`config.mk`:
```
export PLATFORM = sky130hd
export DESIGN_NAME = grad_window_ctrl
export DESIGN_NICKNAME = d
export VERILOG_FILES = /design/src/rtl/cfa_pkg.sv /design/src/rtl/line_buf.sv /design/src/rtl/grad_window_ctrl.sv
export SDC_FILE = /design/constraint.sdc
export NUM_CORES = 2
export LEC_CHECK = 0
export CELL_PAD_IN_SITES_DETAIL_PLACEMENT = 0
export CELL_PAD_IN_SITES_GLOBAL_PLACEMENT = 1
export CORE_MARGIN = 3
export CORE_UTILIZATION = 35
export DETAILED_ROUTE_END_ITERATION = 10
export DONT_BUFFER_PORTS = 1
export PLACE_DENSITY_LB_ADDON = 0.08
export SETUP_SLACK_MARGIN = 0.05
export SLEW_MARGIN = 10
export SYNTH_ARGS = -nofsm -noshare
export SYNTH_HDL_FRONTEND = slang
export SYNTH_HIERARCHICAL = 1
export SYNTH_SLANG_ARGS = --single-unit
```
`constraint.sdc`:
```
create_clock -name clk -period 11.1 [get_ports clk]
set_input_delay 0 -clock clk [delete_from_list [all_inputs] [get_ports clk]]
set_output_delay 0 -clock clk [all_outputs]
set_load 0.1 [all_outputs]
```
`src/rtl/cfa_pkg.sv`:
```
// Shared definitions for the CFA gradient stage: window geometry,
// sequencer state encoding and a window element index helper.
package cfa_pkg;

  localparam int unsigned PIX_W     = 12;
  localparam int unsigned WIN_SIZE  = 5;
  localparam int unsigned WIN_HALF  = 2;
  localparam int unsigned NUM_LINES = WIN_SIZE - 1;

  typedef enum logic [1:0] {
    IDLE  = 2'd0,
    FILL  = 2'd1,
    RUN   = 2'd2,
    DRAIN = 2'd3
  } grad_ctrl_state_t;

  // Flat element index of window position (r,c); multiply by PIX_W for the bit offset.
  function automatic int unsigned win_idx(input int unsigned r, input int unsigned c);
    return r * WIN_SIZE + c;
  endfunction

endpackage

```
`src/rtl/line_buf.sv`:
```
// Four parallel line buffers sharing one column address. Reads return the
// contents before the current write, so each line ages into the next-older
// one and the incoming pixel enters the newest line.
module line_buf #(
  parameter int unsigned DEPTH     = 64,
  parameter int unsigned PIX_W     = 12,
  parameter int unsigned NUM_LINES = 4,
  parameter int unsigned ADDR_W    = $clog2(DEPTH)
) (
  input  logic                                clk,
  input  logic                                en_i,
  input  logic [ADDR_W-1:0]                   addr_i,
  input  logic [PIX_W-1:0]                    din_i,
  output logic [NUM_LINES-1:0][PIX_W-1:0]     rd_o
);

  for (genvar l = 0; l < NUM_LINES; l++) begin : g_line
    logic [PIX_W-1:0] mem_q [DEPTH];
    logic [PIX_W-1:0] wr_data;

    if (l == NUM_LINES - 1) begin : g_newest
      assign wr_data = din_i;
    end else begin : g_older
      assign wr_data = rd_o[l+1];
    end

    assign rd_o[l] = mem_q[addr_i];

    // Column write; storage is not reset, windows never see stale lines.
    always_ff @(posedge clk) begin
      if (en_i) begin
        mem_q[addr_i] <= wr_data;
      end
    end
  end

endmodule

```
`src/rtl/grad_window_ctrl.sv`:
```
// Frame-level sequencer for the CFA gradient stage: buffers four lines,
// builds a 5x5 window per interior pixel, pulses grad_start and tags the
// delayed gradient results with their center coordinate.
// Optional macro GRAD_CTRL_WIN_CNT_EN adds a 16-bit per-frame window counter.
module grad_window_ctrl #(
  parameter int unsigned IMG_W    = 64,
  parameter int unsigned IMG_H    = 64,
  parameter int unsigned PIX_W    = cfa_pkg::PIX_W,
  parameter int unsigned GRAD_LAT = 2
) (
  input  logic                                                     clk,
  input  logic                                                     rst,
  input  logic                                                     frame_start,
  input  logic [PIX_W-1:0]                                         pix_in,
  input  logic                                                     pix_valid,
  output logic                                                     pix_ready,
  output logic [cfa_pkg::WIN_SIZE*cfa_pkg::WIN_SIZE*PIX_W-1:0]     win,
  output logic                                                     grad_start,
  output logic                                                     out_valid,
  output logic [$clog2(IMG_H)-1:0]                                 out_row,
  output logic [$clog2(IMG_W)-1:0]                                 out_col,
  output logic                                                     busy,
  output logic                                                     frame_done
`ifdef GRAD_CTRL_WIN_CNT_EN
  ,
  output logic [15:0]                                              win_count
`endif
);

  import cfa_pkg::*;

  localparam int unsigned ROW_W = $clog2(IMG_H);
  localparam int unsigned COL_W = $clog2(IMG_W);
  localparam int unsigned WIN_W = WIN_SIZE * WIN_SIZE * PIX_W;
  localparam int unsigned CNT_W = $clog2(GRAD_LAT + 1);

  grad_ctrl_state_t state_q, state_d;

  logic [ROW_W-1:0] in_row_q, in_row_d;
  logic [COL_W-1:0] in_col_q, in_col_d;
  logic [CNT_W-1:0] drain_cnt_q, drain_cnt_d;
  logic [WIN_W-1:0] win_q, win_d;
  logic             grad_start_q, grad_start_d;
  logic [ROW_W-1:0] ctr_row_q, ctr_row_d;
  logic [COL_W-1:0] ctr_col_q, ctr_col_d;
  logic             pix_ready_q, pix_ready_d;
  logic             busy_q, busy_d;
  logic             frame_done_q, frame_done_d;

  logic [GRAD_LAT-1:0]            vld_pipe_q, vld_pipe_d;
  logic [GRAD_LAT-1:0][ROW_W-1:0] row_pipe_q, row_pipe_d;
  logic [GRAD_LAT-1:0][COL_W-1:0] col_pipe_q, col_pipe_d;

  logic                               accept_c;
  logic                               win_done_c;
  logic                               last_pix_c;
  logic [NUM_LINES-1:0][PIX_W-1:0]    lb_rd_c;
  logic [WIN_SIZE-1:0][PIX_W-1:0]     new_col_c;

  assign accept_c   = pix_valid && pix_ready_q;
  assign win_done_c = accept_c
                      && (in_row_q >= ROW_W'(WIN_SIZE - 1))
                      && (in_col_q >= COL_W'(WIN_SIZE - 1));
  assign last_pix_c = accept_c
                      && (in_row_q == ROW_W'(IMG_H - 1))
                      && (in_col_q == COL_W'(IMG_W - 1));

  // Row 4 of the new column is the live pixel, rows 0..3 come from the buffers.
  assign new_col_c = {pix_in, lb_rd_c};

  line_buf #(
    .DEPTH     (IMG_W),
    .PIX_W     (PIX_W),
    .NUM_LINES (NUM_LINES),
    .ADDR_W    (COL_W)
  ) u_line_buf (
    .clk    (clk),
    .en_i   (accept_c),
    .addr_i (in_col_q),
    .din_i  (pix_in),
    .rd_o   (lb_rd_c)
  );

  // Next-state, counters, window shift and registered-output next values.
  always_comb begin
    state_d      = state_q;
    in_row_d     = in_row_q;
    in_col_d     = in_col_q;
    drain_cnt_d  = drain_cnt_q;
    win_d        = win_q;
    grad_start_d = 1'b0;
    ctr_row_d    = ctr_row_q;
    ctr_col_d    = ctr_col_q;
    frame_done_d = 1'b0;

    case (state_q)
      IDLE: begin
        if (frame_start) begin
          state_d  = FILL;
          in_row_d = '0;
          in_col_d = '0;
        end
      end
      FILL: begin
        if (last_pix_c) begin
          state_d     = DRAIN;
          drain_cnt_d = '0;
        end else if (win_done_c) begin
          state_d = RUN;
        end
      end
      RUN: begin
        if (last_pix_c) begin
          state_d     = DRAIN;
          drain_cnt_d = '0;
        end
      end
      DRAIN: begin
        if (drain_cnt_q == CNT_W'(GRAD_LAT)) begin
          state_d      = IDLE;
          frame_done_d = 1'b1;
        end else begin
          drain_cnt_d = CNT_W'(drain_cnt_q + 1'b1);
        end
      end
      default: state_d = IDLE;
    endcase

    if (accept_c) begin
      if (in_col_q == COL_W'(IMG_W - 1)) begin
        in_col_d = '0;
        in_row_d = (in_row_q == ROW_W'(IMG_H - 1)) ? '0 : ROW_W'(in_row_q + 1'b1);
      end else begin
        in_col_d = COL_W'(in_col_q + 1'b1);
      end

      for (int unsigned r = 0; r < WIN_SIZE; r++) begin
        for (int unsigned c = 0; c < WIN_SIZE - 1; c++) begin
          win_d[win_idx(r, c)*PIX_W +: PIX_W] = win_q[win_idx(r, c + 1)*PIX_W +: PIX_W];
        end
        win_d[win_idx(r, WIN_SIZE - 1)*PIX_W +: PIX_W] = new_col_c[r];
      end
    end

    if (win_done_c) begin
      grad_start_d = 1'b1;
      ctr_row_d    = ROW_W'(in_row_q - ROW_W'(WIN_HALF));
      ctr_col_d    = COL_W'(in_col_q - COL_W'(WIN_HALF));
    end

    pix_ready_d = (state_d == FILL) || (state_d == RUN);
    busy_d      = (state_d != IDLE);
  end

  // Delay line aligning start/center with the gradient result latency.
  always_comb begin
    vld_pipe_d    = vld_pipe_q;
    row_pipe_d    = row_pipe_q;
    col_pipe_d    = col_pipe_q;
    vld_pipe_d[0] = grad_start_q;
    row_pipe_d[0] = ctr_row_q;
    col_pipe_d[0] = ctr_col_q;
    for (int unsigned i = 1; i < GRAD_LAT; i++) begin
      vld_pipe_d[i] = vld_pipe_q[i-1];
      row_pipe_d[i] = row_pipe_q[i-1];
      col_pipe_d[i] = col_pipe_q[i-1];
    end
  end

  // State and datapath registers.
  always_ff @(posedge clk or posedge rst) begin
    if (rst) begin
      state_q      <= IDLE;
      in_row_q     <= '0;
      in_col_q     <= '0;
      drain_cnt_q  <= '0;
      win_q        <= '0;
      grad_start_q <= 1'b0;
      ctr_row_q    <= '0;
      ctr_col_q    <= '0;
      pix_ready_q  <= 1'b0;
      busy_q       <= 1'b0;
      frame_done_q <= 1'b0;
      vld_pipe_q   <= '0;
      row_pipe_q   <= '0;
      col_pipe_q   <= '0;
    end else begin
      state_q      <= state_d;
      in_row_q     <= in_row_d;
      in_col_q     <= in_col_d;
      drain_cnt_q  <= drain_cnt_d;
      win_q        <= win_d;
      grad_start_q <= grad_start_d;
      ctr_row_q    <= ctr_row_d;
      ctr_col_q    <= ctr_col_d;
      pix_ready_q  <= pix_ready_d;
      busy_q       <= busy_d;
      frame_done_q <= frame_done_d;
      vld_pipe_q   <= vld_pipe_d;
      row_pipe_q   <= row_pipe_d;
      col_pipe_q   <= col_pipe_d;
    end
  end

  assign pix_ready  = pix_ready_q;
  assign win        = win_q;
  assign grad_start = grad_start_q;
  assign out_valid  = vld_pipe_q[GRAD_LAT-1];
  assign out_row    = row_pipe_q[GRAD_LAT-1];
  assign out_col    = col_pipe_q[GRAD_LAT-1];
  assign busy       = busy_q;
  assign frame_done = frame_done_q;

`ifdef GRAD_CTRL_WIN_CNT_EN
  logic [15:0] win_count_q, win_count_d;

  // Per-frame result counter, held after the frame ends.
  always_comb begin
    win_count_d = win_count_q;
    if ((state_q == IDLE) && frame_start) begin
      win_count_d = '0;
    end else if (vld_pipe_q[GRAD_LAT-1]) begin
      win_count_d = 16'(win_count_q + 16'd1);
    end
  end

  // Window counter register.
  always_ff @(posedge clk or posedge rst) begin
    if (rst) begin
      win_count_q <= '0;
    end else begin
      win_count_q <= win_count_d;
    end
  end

  assign win_count = win_count_q;
`endif

endmodule
```
[After elaboration in Yosys (flattened, before gate mapping)]
Memory sizes are Yosys's and may differ from the RTL's. A register that Yosys moved wholly into a read port is not among the register bits.
Index checks and enable logic that the tools add are counted.
Operators by class
  div/mod/pow operators: 0
  eq/ne operators: 10
  bitwise logic cells: 0
  multiplexer cells: 23
  shift operators: 0
  multipliers: 0
  reduce and logical (&&, ||, !) cells: 14
  add/sub/neg operators: 5
  magnitude comparators: 2
Operators with widths (number)
  6-bit 2-to-1 mux: 9
  2-bit 2-to-1 mux: 7
  6-bit by 1-bit adder with 6-bit output (second input constant): 2
  6-bit == test (second input constant): 2
  6-bit by 3-bit greater-or-equal comparator with 1-bit output (second input constant): 2
  6-bit by 2-bit subtractor with 6-bit output (second input constant): 2
  2-bit == test (second input constant): 4
  2-bit case mux with 4 select lines: 1
  2-bit nonzero test: 4
  1-bit logical AND: 5
  1-bit 2-to-1 mux: 5
  2-bit by 1-bit == test with 1-bit output (second input constant): 2
  2-bit case mux with 2 select lines: 1
  3-bit AND reduction: 1
  2-bit by 1-bit adder with 2-bit output (second input constant): 1
  2-bit zero test: 1
  2-bit by 1-bit != test with 1-bit output (second input constant): 1
  2-bit != test (second input constant): 1
  2-bit AND reduction: 1
  2-bit OR reduction: 1
  1-bit logical OR: 1
Word-level totals
  memories: 4
  logic and storage cells: 74
  output and inout port bits: 317
  memory bits (read-only): 0
  memory bits (writable): 3072
  register bits: 358
  bits in latches: 0
  input port bits: 16
Memory list
  u_line_buf.g_line[0].mem_q: depth 64, bits a word 12, rd ports 1, clocked after Yosys merged registers in 1, wr ports 1, line line_buf.sv:18  | logic [PIX_W-1:0] mem_q [DEPTH];
  u_line_buf.g_line[1].mem_q: depth 64, bits a word 12, rd ports 1, clocked after Yosys merged registers in 0, wr ports 1, line line_buf.sv:18
  u_line_buf.g_line[2].mem_q: depth 64, bits a word 12, rd ports 1, clocked after Yosys merged registers in 0, wr ports 1, line line_buf.sv:18
  u_line_buf.g_line[3].mem_q: depth 64, bits a word 12, rd ports 1, clocked after Yosys merged registers in 0, wr ports 1, line line_buf.sv:18

[Logic depth before layout (Yosys ltp)]
  depth after elaboration: 8
  mapped depth: 14
  mapped depth without buffers: 8

[Cells and area by module]
The synthesis kept the hierarchy.
Modules (own cells, without submodules)
  line_buf: area an instance 115306.8 sq um, seq. area each 92248.5 sq um, cells an instance 6392, instances 1
  grad_window_ctrl: area an instance 13544.2 sq um, seq. area each 8958.6 sq um, cells an instance 1479, instances 1

[Worst setup path before layout]
No wires, ideal clock.
  path kind: register to register
  from: register pix_ready_q, in the netlist pix_ready
  to: memory u_line_buf.g_line[0].mem_q[0][0] (enable)
  period minus slack after synthesis: 4.594 ns
  data arrival time: 4.140 ns
  cell stages (with the launch flop): 8
  data required time: 10.646 ns
  library setup time: 0.454 ns
  setup slack: 6.506 ns
  path buffers: 3
  cells stage by stage: dfrtp_1 nand2_1 buf_2 inv_2 clkbuf_1 clkbuf_1 nand2_1 nor2_1
Between the ends
  cells in the longest elaborated chain, start to end: 3
RTL lines
  start: declaration: line grad_window_ctrl.sv:46  | logic pix_ready_q, pix_ready_d;
  start signal: assignment: line grad_window_ctrl.sv:196  | pix_ready_q <= pix_ready_d;
  1-bit logical AND: line grad_window_ctrl.sv:60  | assign accept_c = pix_valid && pix_ready_q;
  named net accept_c: line grad_window_ctrl.sv:54  | logic accept_c;
  1-bit 2-to-1 mux: line line_buf.sv:31  | if (en_i) begin
  1-bit 2-to-1 mux (not written as such): line line_buf.sv:32  | mem_q[addr_i] <= wr_data;
  end: declaration: line line_buf.sv:18
The timed path passes the listed nets, and every way through them passes these cells.

[Worst setup path in the final report]
  from: register in_col_q[2]
  to: memory u_line_buf.g_line[1].mem_q[30][6] (enable)
RTL lines
  start: declaration: line grad_window_ctrl.sv:40  | logic [COL_W-1:0] in_col_q, in_col_d;
  start signal: assignment: line grad_window_ctrl.sv:190  | in_col_q <= in_col_d;
  end: declaration: line line_buf.sv:18
No word-level cell before the write port.

==> impl_metrics.ini <==
[logic_synthesis]
synth_area_um2 = 128900
synth_largest_area_cell = edfxtp_1
synth_compound_gate_area_share_pct = 12.40
synthesis.nets = 7901
synth_seq_cells = 3430
syn_inst = 7871
avgSynthCellArea_um2 = 16.37
synth_xor_area_share_pct = 0.04758
synth_cell_types = 71
muxShareOfSynthArea_pct = 2.056
synth_adder_area_share_pct = 0.1359
synth_ff_type = edfxtp_1
synthTopCellsByArea = edfxtp_1, dfrtp_1, a221oi_1
synthTopCellsByCount = edfxtp_1, nand2_1, a221oi_1, a22oi_1, dfrtp_1
synth_most_common_cell = edfxtp_1
async_flop_share_pct = 10.44
synth_edf_count = 3072
synth_warnings = 6
synth_top_area_share_pct = 71.59
synth_top_family_by_area = compound AO/OA/AOI/OAI gates
yosysSeqAreaShare_pct = 78.55
synthSimpleGateAreaFrac_pct = 4.668

[clock_network]
clock-root-buffer = clkbuf_16
cts_buffer_depth = 4
cts_hold_buf = 32
tritoncts = built
postCtsResizedCells = 0
cts_made_buffers = 381
cts_sinks = 3430
clkSlewWorstSetupHoldPaths_ps = 60
h-tree-depth = 5
post_cts_buffers = 0
clock_latency_ps = 1000

[floorplan]
io_pins = 333
dieHeight_um = 612.8
rows = 222
die-area_um2 = 375500
die_w_um = 612.8
initial_core_util_pct = 35.20
coreArea_um2 = 366100

[power_and_ir_drop]
leakage_nw = 48.25
power_density_nw_per_um2 = 313.9
peakVddDrop_v = 0.0002617

[timing]
finalSetupViolations = 0
maxSlewHeadroom_pct = 6.779
fin_tns_setup_ps = 0
slew_violations = 0
rsz0062_at_grt = no
hold_viol = 0
post-route-period-util_pct = 54.61
clock_skew_ps = 72.16
worst_pin_slew_ps = 1398
finalCriticalPeriod_ps = 6062
fmax_mhz = 165.0

[critical_path]
cp_max_fo = 68
worst_setup_path_end_kind = flop
path_class = reg2reg
required_ps = 11650
critical_path_arrival_ps = 6610
startpoint_type = flop

[routing]
wl_met1_um = 228200
firstDrtPassIters = 6
wl_met2_um = 239600
avgViaCountPerCell = 6.189
maxUsedRoutingLayer = met5
drt_iter0_drc = 11200
ant_nets = 0
route.met3.wl_um = 43570
vias = 81310
wl_per_cell_um = 40.25
drc = 0
routed_wl_um = 528700

[global_routing]
grt_usage_pct = 27.50
grt_pass1_wl_um = 707300
antenna_found_initial = 38
grt_max_degree = 146
grt_overflow = 0
first_global_vias = 77230

[placed_design]
dp_hpwl_um = 297300
place_congestion = 0.8211
placed_cells = 12410
port_buffers = 0

[layout]
drive_gt1_share_pct = 13.82
fin_cells = 13140
nFillCells = 33240
finalNetCount = 8042
syn_to_final_growth_pct = 15.03

[hold_path]
hp-class = in2reg

[run_status]
outcome = finished, final reports clean

[job]
max_cap_violations = 0
report_power, final:
part	switching (W)	total, W	internal (W)
Sequential	0.00412	0.0215	0.0174
Combinational	0.00993	0.0127	0.00280
Clock	0.00523	0.0122	0.00701
Total	0.0193	0.0465	0.0272
cells by family (layout without fill, tap and decap cells):
kind of cell    count (synthesis)  count (layout)
compound gates               2113            2113
xor+xnor                        7               7
fa+ha+maj                      14              14
buf+inv                       610            1051
flops                        3430            3430
mux                           235             235
other cells                     0               8
simple gates                 1462            1462
metal layers:
layer	vias to the layer above	GRT usage, %
met5	-	0
li1	32220	-
met4	8	8.261
met1	44000	39.84
met2	4342	42.40
met3	735	4.529
cell type report:
cell class	count	area [um^2]	area share [%]
Antenna cell	8	20.02	0.01351
Clock inverter	184	1669	1.126
Inverter	22	112.6	0.07598
Multi-Input combinational cell	3831	25590	17.26
Timing Repair Buffer	346	3341	2.254
Sequential cell	3430	101200	68.30
Tap cell	4816	6026	4.066
Clock buffer	499	10230	6.900
layout by cell type (no fill, tap or decap), types with 125 or more instances in the layout:
master	count
dfrtp_1	344
a221oi_1	662
buf_4	281
clkbuf_16	389
o22ai_1	322
a22oi_1	652
edfxtp_1	3072
mux2_2	152
nand2_1	1077
o21ai_0	125
worst max-delay path, cell delays in order, from the launching register on:
cell and delay (ps):
dfrtp_4 640, buf_4 570, buf_4 580, inv_8 340, buf_12 360, nor2_1 520
nand2_1 480, nor2_4 1070, buf_4 850
per-stage QoR:
stage / setup WS [ps] / instance area, um^2 / total power, W / utilization (%) / hold slack [ps]
6_report: 5038 / 148200 / 0.04653 / 40.49 / 81.34
5_1_grt: 5111 / 148200 / 0.04800 / 40.48 / 82.76
4_1_cts: 5153 / 148200 / 0.04677 / 40.48 / 16.32
3_5_place_dp: 5174 / 135700 / 0.03447 / 37.08 / 104.8
3_3_place_gp: 5272 / 135600 / 0.03432 / 37.03 / 104.8
2_1_floorplan: 1166 / 128900 / 0.02815 / - / 98.87
sequential cells by signal, indices dropped and copies added (netlist names):
name / count
frame_done: 1
vld_pipe_q: 2
out_col: 6
state_q: 2
ctr_col_q: 6
in_col_q: 6
u_line_buf/g_line.mem_q: 3072
row_pipe_d: 6
col_pipe_d: 6
grad_start: 1
win: 300
in_row_q: 6
pix_ready: 1
out_row: 6
drain_cnt_q: 2
busy: 1
ctr_row_q: 6
path summary, 6_finish.rpt:
kind | from | end | slack (ps) | depth (start not counted)
worst min register to register | row_pipe_d[11]$_DFF_PP0_ | out_row[5]$_DFF_PP0_ | 350 | 0
worst max-delay path | in_col_q[2]$_DFFE_PP0P_ | u_line_buf/g_line[1].mem_q[30][6]$_DFFE_PP_ | 5040 | 8
worst min-delay path | pix_in[7] | u_line_buf/g_line[3].mem_q[13][7]$_DFFE_PP_ | 80 | 2
worst max register to register | in_col_q[2]$_DFFE_PP0P_ | u_line_buf/g_line[1].mem_q[30][6]$_DFFE_PP_ | 5040 | 8
max in group asynchronous | rst | win[231]$_DFFE_PP0P_ | 9100 | 5
min in group asynchronous | rst | win[269]$_DFFE_PP0P_ | 380 | 4
Note: power is estimated with default switching activity, not from simulation.
